File: src/rtl/ball_engine.sv
// Ball physics for the pong datapath: fixed-point position and velocity, wall
// bounces, paddle deflection with progressive speed-up, goal detection and serve timing.
module ball_engine #(
  parameter int X_W          = 10,
  parameter int Y_W          = 10,
  parameter int FRAC_W       = 4,
  parameter int V_W          = 8,
  parameter int H_RES        = 640,
  parameter int V_RES        = 480,
  parameter int BORDER       = 10,
  parameter int BALL_SIDE    = 8,
  parameter int SERVE_FRAMES = 60,
  parameter int INIT_SPEED   = 16,
  parameter int SPEED_STEP   = 2,
  parameter int MAX_SPEED    = 64,
  parameter int HITS_PER_UP  = 4
) (
  input  logic             clk_i,
  input  logic             rst_ni,
  input  logic             game_en_i,
  input  logic             new_frame_i,
  input  logic [7:0]       rnd_i,
  input  logic             hit_left_i,
  input  logic             hit_right_i,
  output logic [X_W-1:0]   x_o,
  output logic [Y_W-1:0]   y_o,
  output logic [X_W-1:0]   right_o,
  output logic [Y_W-1:0]   bottom_o,
  output logic             goal_left_o,
  output logic             goal_right_o,
  output logic             serving_o,
  output logic [V_W-2:0]   speed_o
);

  localparam int PX_W  = X_W + FRAC_W;
  localparam int PY_W  = Y_W + FRAC_W;
  localparam int SP_W  = V_W - 1;
  localparam int SRV_W = $clog2(SERVE_FRAMES + 1);
  localparam int HIT_W = $clog2(HITS_PER_UP + 1);

  localparam logic [PX_W-1:0] CENTRE_X = PX_W'(((H_RES - BALL_SIDE) / 2) << FRAC_W);
  localparam logic [PY_W-1:0] CENTRE_Y = PY_W'(((V_RES - BALL_SIDE) / 2) << FRAC_W);
  localparam logic [SP_W-1:0] INIT_SP  = SP_W'(INIT_SPEED);
  localparam logic [V_W-1:0]  INIT_V   = V_W'(INIT_SPEED);

  // The move can never wrap only while one frame's step is smaller than the margin.
  if ((MAX_SPEED >> FRAC_W) >= BORDER) begin : g_bad_speed
    $error("ball_engine: MAX_SPEED >> FRAC_W must be below BORDER");
  end

  typedef enum logic [1:0] {
    ST_IDLE,
    ST_SERVE,
    ST_PLAY,
    ST_GOAL
  } state_e;

  state_e            state_q, state_d;
  logic [PX_W-1:0]   pos_x_q, pos_x_d;
  logic [PY_W-1:0]   pos_y_q, pos_y_d;
  logic [V_W-1:0]    vx_q, vx_d;
  logic [V_W-1:0]    vy_q, vy_d;
  logic [SP_W-1:0]   speed_q, speed_d;
  logic [HIT_W-1:0]  hit_cnt_q, hit_cnt_d;
  logic [SRV_W-1:0]  srv_cnt_q, srv_cnt_d;
  logic              hit_l_q, hit_l_d, hit_l_prev_q, hit_l_prev_d;
  logic              hit_r_q, hit_r_d, hit_r_prev_q, hit_r_prev_d;
  logic              goal_l_q, goal_l_d, goal_r_q, goal_r_d;
  logic              serving_q, serving_d;
  logic [X_W-1:0]    right_q, right_d;
  logic [Y_W-1:0]    bottom_q, bottom_d;

  logic [X_W-1:0]    x_int;
  logic [Y_W-1:0]    y_int;
  logic              edge_l, edge_r, hit_one;
  logic [V_W-1:0]    hit_vy_mag, speed_sum;
  logic [SP_W-1:0]   speed_up;
  logic [HIT_W-1:0]  hit_cnt_inc;
  logic              goal_l_det, goal_r_det, wall_top, wall_bot;

  assign x_int = pos_x_q[PX_W-1:FRAC_W];
  assign y_int = pos_y_q[PY_W-1:FRAC_W];

  // Edges come from the registered inputs, so a simultaneous left/right edge cancels.
  assign edge_l  = hit_l_q & ~hit_l_prev_q;
  assign edge_r  = hit_r_q & ~hit_r_prev_q;
  assign hit_one = edge_l ^ edge_r;

  assign hit_vy_mag  = V_W'(rnd_i[6:5]) * V_W'(SPEED_STEP) + V_W'(2);
  assign speed_sum   = {1'b0, speed_q} + V_W'(SPEED_STEP);
  assign speed_up    = (speed_sum > V_W'(MAX_SPEED)) ? SP_W'(MAX_SPEED) : speed_sum[SP_W-1:0];
  assign hit_cnt_inc = hit_cnt_q + HIT_W'(1);

  assign goal_l_det = x_int < X_W'(BORDER);
  assign goal_r_det = ({1'b0, x_int} + (X_W+1)'(BALL_SIDE)) > (X_W+1)'(H_RES - BORDER);
  assign wall_top   = y_int < Y_W'(BORDER);
  assign wall_bot   = ({1'b0, y_int} + (Y_W+1)'(BALL_SIDE)) > (Y_W+1)'(V_RES - BORDER);

  // NOTE: every _d gets its hold value before the case; a path that skips an
  // assignment would otherwise infer a latch.
  always_comb begin
    state_d      = state_q;
    pos_x_d      = pos_x_q;
    pos_y_d      = pos_y_q;
    vx_d         = vx_q;
    vy_d         = vy_q;
    speed_d      = speed_q;
    hit_cnt_d    = hit_cnt_q;
    srv_cnt_d    = srv_cnt_q;
    hit_l_d      = hit_left_i;
    hit_r_d      = hit_right_i;
    hit_l_prev_d = hit_l_q;
    hit_r_prev_d = hit_r_q;
    goal_l_d     = 1'b0;
    goal_r_d     = 1'b0;

    unique case (state_q)
      ST_IDLE: begin
        pos_x_d   = CENTRE_X;
        pos_y_d   = CENTRE_Y;
        vx_d      = '0;
        vy_d      = '0;
        state_d   = ST_SERVE;
        srv_cnt_d = SRV_W'(SERVE_FRAMES);
      end

      ST_SERVE: begin
        if (new_frame_i) begin
          if (srv_cnt_q == '0) begin
            state_d   = ST_PLAY;
            vx_d      = rnd_i[0] ? (V_W'(0) - INIT_V) : INIT_V;
            vy_d      = rnd_i[4] ? (V_W'(0) - V_W'(rnd_i[3:1])) : V_W'(rnd_i[3:1]);
            hit_cnt_d = '0;
          end else begin
            srv_cnt_d = srv_cnt_q - SRV_W'(1);
          end
        end
      end

      ST_PLAY: begin
        if (hit_one) begin
          vx_d = edge_l ? {1'b0, speed_q} : (V_W'(0) - {1'b0, speed_q});
          vy_d = vy_q[V_W-1] ? (V_W'(0) - hit_vy_mag) : hit_vy_mag;
          if (hit_cnt_inc == HIT_W'(HITS_PER_UP)) begin
            hit_cnt_d = '0;
            speed_d   = speed_up;
          end else begin
            hit_cnt_d = hit_cnt_inc;
          end
        end

        if (new_frame_i) begin
          if (goal_l_det || goal_r_det) begin
            state_d  = ST_GOAL;
            goal_l_d = goal_l_det;
            goal_r_d = goal_r_det & ~goal_l_det;
          end else begin
            if ((wall_top && vy_d[V_W-1]) || (wall_bot && !vy_d[V_W-1] && vy_d != '0)) begin
              vy_d = V_W'(0) - vy_d;
            end
            pos_x_d = pos_x_q + {{(PX_W-V_W){vx_d[V_W-1]}}, vx_d};
            pos_y_d = pos_y_q + {{(PY_W-V_W){vy_d[V_W-1]}}, vy_d};
          end
        end
      end

      ST_GOAL: begin
        state_d   = ST_SERVE;
        srv_cnt_d = SRV_W'(SERVE_FRAMES);
        pos_x_d   = CENTRE_X;
        pos_y_d   = CENTRE_Y;
        vx_d      = '0;
        vy_d      = '0;
        speed_d   = INIT_SP;
      end

      default: state_d = ST_IDLE;
    endcase

    if (!game_en_i) begin
      state_d   = ST_IDLE;
      pos_x_d   = CENTRE_X;
      pos_y_d   = CENTRE_Y;
      vx_d      = '0;
      vy_d      = '0;
      speed_d   = INIT_SP;
      hit_cnt_d = '0;
      srv_cnt_d = '0;
      goal_l_d  = 1'b0;
      goal_r_d  = 1'b0;
    end

    serving_d = (state_d == ST_SERVE);
    right_d   = pos_x_d[PX_W-1:FRAC_W] + X_W'(BALL_SIDE);
    bottom_d  = pos_y_d[PY_W-1:FRAC_W] + Y_W'(BALL_SIDE);
  end

  // NOTE: sequential state uses non-blocking assignments only, so every flop
  // samples the pre-edge values regardless of statement order.
  always_ff @(posedge clk_i or negedge rst_ni) begin
    if (!rst_ni) begin
      state_q      <= ST_IDLE;
      pos_x_q      <= CENTRE_X;
      pos_y_q      <= CENTRE_Y;
      vx_q         <= '0;
      vy_q         <= '0;
      speed_q      <= INIT_SP;
      hit_cnt_q    <= '0;
      srv_cnt_q    <= '0;
      hit_l_q      <= 1'b0;
      hit_l_prev_q <= 1'b0;
      hit_r_q      <= 1'b0;
      hit_r_prev_q <= 1'b0;
      goal_l_q     <= 1'b0;
      goal_r_q     <= 1'b0;
      serving_q    <= 1'b0;
      right_q      <= CENTRE_X[PX_W-1:FRAC_W] + X_W'(BALL_SIDE);
      bottom_q     <= CENTRE_Y[PY_W-1:FRAC_W] + Y_W'(BALL_SIDE);
    end else begin
      state_q      <= state_d;
      pos_x_q      <= pos_x_d;
      pos_y_q      <= pos_y_d;
      vx_q         <= vx_d;
      vy_q         <= vy_d;
      speed_q      <= speed_d;
      hit_cnt_q    <= hit_cnt_d;
      srv_cnt_q    <= srv_cnt_d;
      hit_l_q      <= hit_l_d;
      hit_l_prev_q <= hit_l_prev_d;
      hit_r_q      <= hit_r_d;
      hit_r_prev_q <= hit_r_prev_d;
      goal_l_q     <= goal_l_d;
      goal_r_q     <= goal_r_d;
      serving_q    <= serving_d;
      right_q      <= right_d;
      bottom_q     <= bottom_d;
    end
  end

  assign x_o          = x_int;
  assign y_o          = y_int;
  assign right_o      = right_q;
  assign bottom_o     = bottom_q;
  assign goal_left_o  = goal_l_q;
  assign goal_right_o = goal_r_q;
  assign serving_o    = serving_q;
  assign speed_o      = speed_q;

endmodule

File: config.mk
export PLATFORM = sky130hd
export DESIGN_NAME = ball_engine
export DESIGN_NICKNAME = d
export VERILOG_FILES = /design/src/rtl/ball_engine.sv
export SDC_FILE = /design/constraint.sdc
export NUM_CORES = 1
export LEC_CHECK = 0
export ABC_AREA = 1
export CORE_MARGIN = 1
export CORE_UTILIZATION = 58
export DETAILED_ROUTE_END_ITERATION = 16
export GPL_TIMING_DRIVEN = 0
export PLACE_DENSITY = 0.78
export SETUP_SLACK_MARGIN = 0.2
export SYNTH_ARGS = -nofsm -noshare
export SYNTH_HDL_FRONTEND = slang
export SYNTH_SLANG_ARGS = --single-unit
File: constraint.sdc
create_clock -name clk_i -period 4.69 [get_ports clk_i]
set_input_delay 0.7035 -clock clk_i [delete_from_list [all_inputs] [get_ports clk_i]]
set_output_delay 0.7035 -clock clk_i [all_outputs]
set_load 0.05 [all_outputs]
* After elaboration in Yosys (flattened, before gate mapping)
Index checks and enable logic that the tools add are counted.
Operators by class: bitwise gates (word level) 7, add/sub/neg operators 14, equality and inequality tests 16, $lt $le $gt $ge 5, reduce and logical (&&, ||, !) cells 15, muxes and demuxes 59
Operators by type and width (count):
- 8-bit 2-to-1 mux | 20
- 14-bit 2-to-1 mux | 6
- 14-bit one-hot mux with 2 select lines | 2
- 8-bit one-hot mux with 3 select lines | 2
- 14-bit adder | 2
- 7-bit 2-to-1 mux | 4
- 10-bit by 4-bit adder with 11-bit output, second input constant | 2
- 3-bit != test, second input constant | 7
- 10-bit by 4-bit adder with 10-bit output, second input constant | 2
- 10-bit by 4-bit less-than comparator with 1-bit output, second input constant | 2
- 6-bit 2-to-1 mux | 3
- 3-bit 2-to-1 mux | 5
- 7-bit one-hot mux with 2 select lines | 1
- 6-bit one-hot mux with 2 select lines | 1
- 11-bit by 10-bit greater-than comparator with 1-bit output, second input constant | 1
- 11-bit by 9-bit greater-than comparator with 1-bit output, second input constant | 1
- 2-bit 2-to-1 mux | 5
- 3-bit AND reduction | 3
- 7-bit by 2-bit adder with 8-bit output, second input constant | 1
- 8-bit by 7-bit greater-than comparator with 1-bit output, second input constant | 1
- 1-bit 2-to-1 mux | 8
- 8-bit nonzero test | 1
- 1-bit by 7-bit subtractor with 8-bit output, first input constant | 1
- 1-bit by 8-bit subtractor with 8-bit output, first input constant | 1
- other kinds (23) | 34
Word-level totals: logic and storage cells 135, bits in registers 89, input bits 14, output and inout bits 50

* Longest topological paths before layout
depth after elaboration 19, mapped depth 34, mapped depth without buffers 34

* Worst setup path after synthesis
OpenSTA, ideal clock, no wires.
path type input -> register, from in rnd_i[5], to reg bottom_q[9], in the netlist bottom_o[9], stages on the path 25, arrival time 3.695 ns, path slack 0.878 ns, setup time 0.117 ns, path buffers 0, data required time 4.573 ns, path through inv_1 > ha_1 > nand3b_1 > nand2_1 > nand2_1 > nand2_2 > nor2_1 > nand2_1 > nand2_2 > nand2_4 > nand2_1 > xor2_1 > inv_1 > ha_1 > nand2_1 > nand3_1 > a21oi_1 > xnor2_1 > nor2_1 > o21ai_0 > o21a_1 > ha_1 > nand3_1 > nand4_1 > nand2_1
Between the ends: longest elaborated chain between the ends 19, elaborated cells on any way between the ends 22, classes of those cells 5 x add/sub; 11 x mux; 6 x reduce/logical
RTL lines:
- start: declaration | line 22 | input logic [7:0] rnd_i,
- 3-bit by 2-bit adder with 4-bit output (*) | line 89 | assign hit_vy_mag = V_W'(rnd_i[6:5]) * V_W'(SPEED_STEP) + V_W'(2);
- 1-bit by 4-bit subtractor with 5-bit output | line 143 | vy_d = vy_q[V_W-1] ? (V_W'(0) - hit_vy_mag) : hit_vy_mag;
- 8-bit 2-to-1 mux (*) | line 143
- 8-bit 2-to-1 mux (*) | line 141 | if (hit_one) begin
- 8-bit 2-to-1 mux (*) | line 117 | unique case (state_q)
- branches (longest 4 deep; another with 1-bit by 8-bit subtractor with 8-bit output)
- 8-bit 2-to-1 mux (*) | line 158 | if ((wall_top && vy_d[V_W-1]) || (wall_bot && !vy_d[V_W-1] && vy_d != '0)) begin
- 8-bit 2-to-1 mux (*) | line 153 | if (goal_l_det || goal_r_det) begin
- (+2 left out)
- 14-bit adder (*) | line 162 | pos_y_d = pos_y_q + {{(PY_W-V_W){vy_d[V_W-1]}}, vy_d};
- 14-bit 2-to-1 mux (*) | line 153
- 14-bit 2-to-1 mux (*) | line 152 | if (new_frame_i) begin
- 14-bit one-hot mux with 2 select lines (*) | line 117
- 14-bit 2-to-1 mux (*) | line 180 | if (!game_en_i) begin
- via pos_y_d[7] | line 60 | logic [PY_W-1:0] pos_y_q, pos_y_d;
- 10-bit by 4-bit adder with 10-bit output (*) | line 195 | bottom_d = pos_y_d[PY_W-1:FRAC_W] + Y_W'(BALL_SIDE);
- via bottom_d[9] | line 71 | logic [Y_W-1:0] bottom_q, bottom_d;
- end signal: assignment | line 218 | bottom_q <= CENTRE_Y[PY_W-1:FRAC_W] + Y_W'(BALL_SIDE);
- end signal: assignment | line 236 | bottom_q <= bottom_d;
- end: declaration | line 71
Mark *: on every way through the listed nets, which the timed path passes. The select of a mux whose other input is x is not followed. A chain may end at the register's enable or synchronous reset.

* Worst setup path after layout
from in rnd_i[6], to reg bottom_q[9], in the netlist bottom_o[9]
The elaborated chain is that of the path after synthesis.

==> results by group <==
Synth
  • Synthesized Nets: 970
  • Post-synth EDFFs: 0
  • Seq/Total Area, Yosys: 32.6%
  • Syn Area/Cell: 6.98 µm²
  • Post-Syn Area: 6350 µm²
  • Synth async-reset ratio: 100%
  • Synth Instances: 911
  • Ys Warns: 0
  • Primary FF master, synth: dfrtp_1
  • Netlist cell types: 47
  • Synthesized flop and latch total: 82

Power and ir drop
  • Switching Share: 48.0%
  • Internal power: 1.85 mW
  • Comb power frac: 56.5%
  • Power Dens Cells: 475 nW/µm²
  • Net switching power figure: 1.71 mW
  • Leakage: 3.87 nW
  • Total power: 3.55 mW
  • Reg power frac: 28.6%
  • Peak supply drop: 0.000378 V
  • Clock share of power: 15.0%

Timing
  • Fmax: 240 MHz
  • Fin. Hold Viols: 0
  • Post-route minimum period: 4.16 ns
  • Setup_tns: 0 ns
  • RSZ-0062 raised after global routing: no
  • Worst slew margin: 49.3%
  • Actual slew at the worst max-slew pin: 0.756 ns
  • Slew Limit Fails: 0
  • WHS: 0.246 ns
  • Endpoints failing setup: 0
  • Final Cycle Share: 88.8%
  • Clock Skew: 0.0119 ns

Drt
  • Vias/cell: 5.32
  • Drt first pass iters: 5
  • Initial detailed-routing violation count: 376
  • WL/cell: 14.0 µm
  • Final ANT Viol Nets: 0
  • Via Count: 5,993
  • DRC: 0
  • Final wirelength: 15,800 µm

Run status
  • Outcome: complete, no violations

Layout
  • Filler cells: 877
  • Antenna fix cells: 0
  • Utilization after layout: 71.4%
  • Fraction of layout cells with a size suffix above 1: 11.2%
  • Area delta synth->final: 17.5%
  • Final cell count without fillers: 1,126
  • Nets: 1,044

Setup path
  • Nature of the critical path startpoint: primary input
  • Critical path required time: 4.95 ns
  • Worst setup path class: in -> reg
  • Slowest-stage cell, CP: clkdlybuf4s50_1
  • CP peak stage delay: 0.51 ns
  • Crit Path Max Fanout: 8
  • Top cell by count, worst path: nand2_1
  • CP Data Arrival Time: 4.43 ns
  • Critical Path End Type: register

CTS
  • Max Root-Sink Buffers: 2
  • Clk_lat worst skew: 0.38 ns
  • Clk slew on worst S/H paths: 0.09 ns
  • H-tree levels: 3
  • CTS tree: done
  • Clock Tree Root: clkbuf_8
  • Sink Count: 82
  • Num CTS Buffers: 9

Worst hold path
  • HP Class: in -> async

Global route
  • Antenna violations before repair: 0
  • Pin count of the biggest net entering global routing: 58
  • Vias in the first global route: 5,573
  • Tot GR Track Use: 29.1%
  • Congestion Overflow GR: 0
  • Global-route wire length before repair: 26,200 µm

Die
  • Die Outline Area: 11,400 µm²
  • Die height: 107 µm
  • Core box area: 10,500 µm²
  • I/O pins: 64
  • DIE WIDTH: 107 µm
  • Std-Cell Rows: 37
  • Initial Util: 60.7%

Placement
  • Port buffer count: 61
  • DP HPWL: 11,900 µm
  • Placer congestion estimate: 0.965
  • DP Cell Count: 1,109

Job
  • Max_cap viols: 0
## stage by stage
stage	area, µm²	worst slack (ns)
5_1_grt	7470	0.203
6_report	7470	0.526
3_3_place_gp	7140	-0.264
3_5_place_dp	7160	-0.331
4_1_cts	7360	0.215
2_1_floorplan	6350	0.878
## power groups by stage
| stage | clock network (mW) | registers (mW) | logic (mW) |
|---|---|---|---|
| after floorplan | 0 | 1.15 | 1.31 |
| after global placement | 0 | 1.02 | 1.91 |
| after detailed placement | 0 | 1.02 | 1.93 |
| after CTS | 0.535 | 1.01 | 1.95 |
| after global routing | 0.570 | 1.03 | 2.23 |
| final | 0.532 | 1.01 | 2.00 |
## critical path: cells and delay by family
family                     cells  cell delay (ns)
adders and majority gates      3             0.80
xor gates and xnor gates       2             0.29
and+or+nand+nor               15             1.44
AOI/OAI and AO/OA              3             0.54
buffers and inverters          3             0.64
## layout make-up
cell class              instances  area [µm²]  share of cell area [%]
multi-input cells             631        3500                    46.9
clock inverters                 6        67.6                   0.905
clock buffers                  10         128                    1.71
inverters                     158         593                    7.94
flip-flops and latches         82        2070                    27.8
plain buffers                  40         287                    3.84
well taps                     136         170                    2.28
repair buffers                 63         646                    8.64
## final timing paths
path                               from      endpoint  slack (ns)  cells past startpoint
max                            rnd_i[6]   bottom_o[9]        0.53                     26
min                              rst_ni       vy_q[6]        0.25                      1
max reg2reg                hit_l_prev_q   bottom_o[9]        0.62                     28
min reg2reg                hit_r_prev_d  hit_r_prev_q        0.41                      0
max in group asynchronous        rst_ni    right_o[6]        3.78                      2
min in group clk_i         hit_r_prev_d  hit_r_prev_q        0.41                      0
## metal layers
| layer | GRT usage [%] | wire, µm | share of wire [%] | vias up |
|---|---|---|---|---|
| met5 | 0 | 0 | 0 | - |
| met1 | 39.5 | 7320 | 46 | 2775 |
| li1 | - | - | - | 3038 |
| met3 | 3.95 | 765 | 4.8 | 30 |
| met4 | 10.1 | 340 | 2.2 | 0 |
| met2 | 47.9 | 7370 | 47 | 150 |
## synth_stat cells (all sizes together), types with 2 or more instances
cell type    n  share of area, %
fa           2              0.63
o22ai       10              0.98
ha          43               8.5
nand2      242                15
xnor2       10               1.4
dfrtp       65                26
buf         34               4.1
nand3       63               5.0
nor3         7              0.71
nand4       10              0.98
a22oi        4              0.55
o211ai       5              0.59
o21ai       80               6.4
a31oi        5              0.49
clkbuf       6              0.41
a21oi       42               3.3
o21a         6              0.71
nor2        71               4.4
xor2        18               2.5
nor4         2              0.20
inv        157               9.3
dfstp       17               7.0
## flip-flops by register name, indices dropped and copies added, names as in the netlist, 2 cells and up
register / cells
bottom_o: 10
hit_cnt_q: 3
pos_x_q: 11
pos_y_q: 11
right_o: 10
speed_o: 6
srv_cnt_q: 6
state_q: 2
vx_q: 8
vy_q: 8
## cells in the final DEF (no fill, tap or decap), drive strengths merged, types with 7 or more instances in the layout
master,count
xnor2,10
buf,37
nor3,7
clkbuf,16
nor2,71
nand3,63
xor2,18
dfstp,17
inv,157
dfrtp,65
nand2,242
a21oi,42
o22ai,10
ha,43
clkdlybuf4s50,59
o21ai,80
nand4,10
## what timing repair did
item,in CTS,in global routing
resized for setup,1,24
buffers inserted,1,0
hold buffers,0,0
endpoints found under the setup margin,2,9
pin swaps,0,3
## logic make-up after synthesis
| kind of cell | count (synthesis) | share of synthesized area [%] |
|---|---|---|
| AO/OA/AOI/OAI | 159 | 14.0 |
| XOR/XNOR | 28 | 3.86 |
| adder cells (fa/ha/maj) | 45 | 9.10 |
| buffers and inverters | 198 | 13.8 |
| flip-flops | 82 | 32.6 |
| other | 1 | 0.0590 |
| AND/OR/NAND/NOR | 398 | 26.6 |
Power figures use the tool's default switching activity.
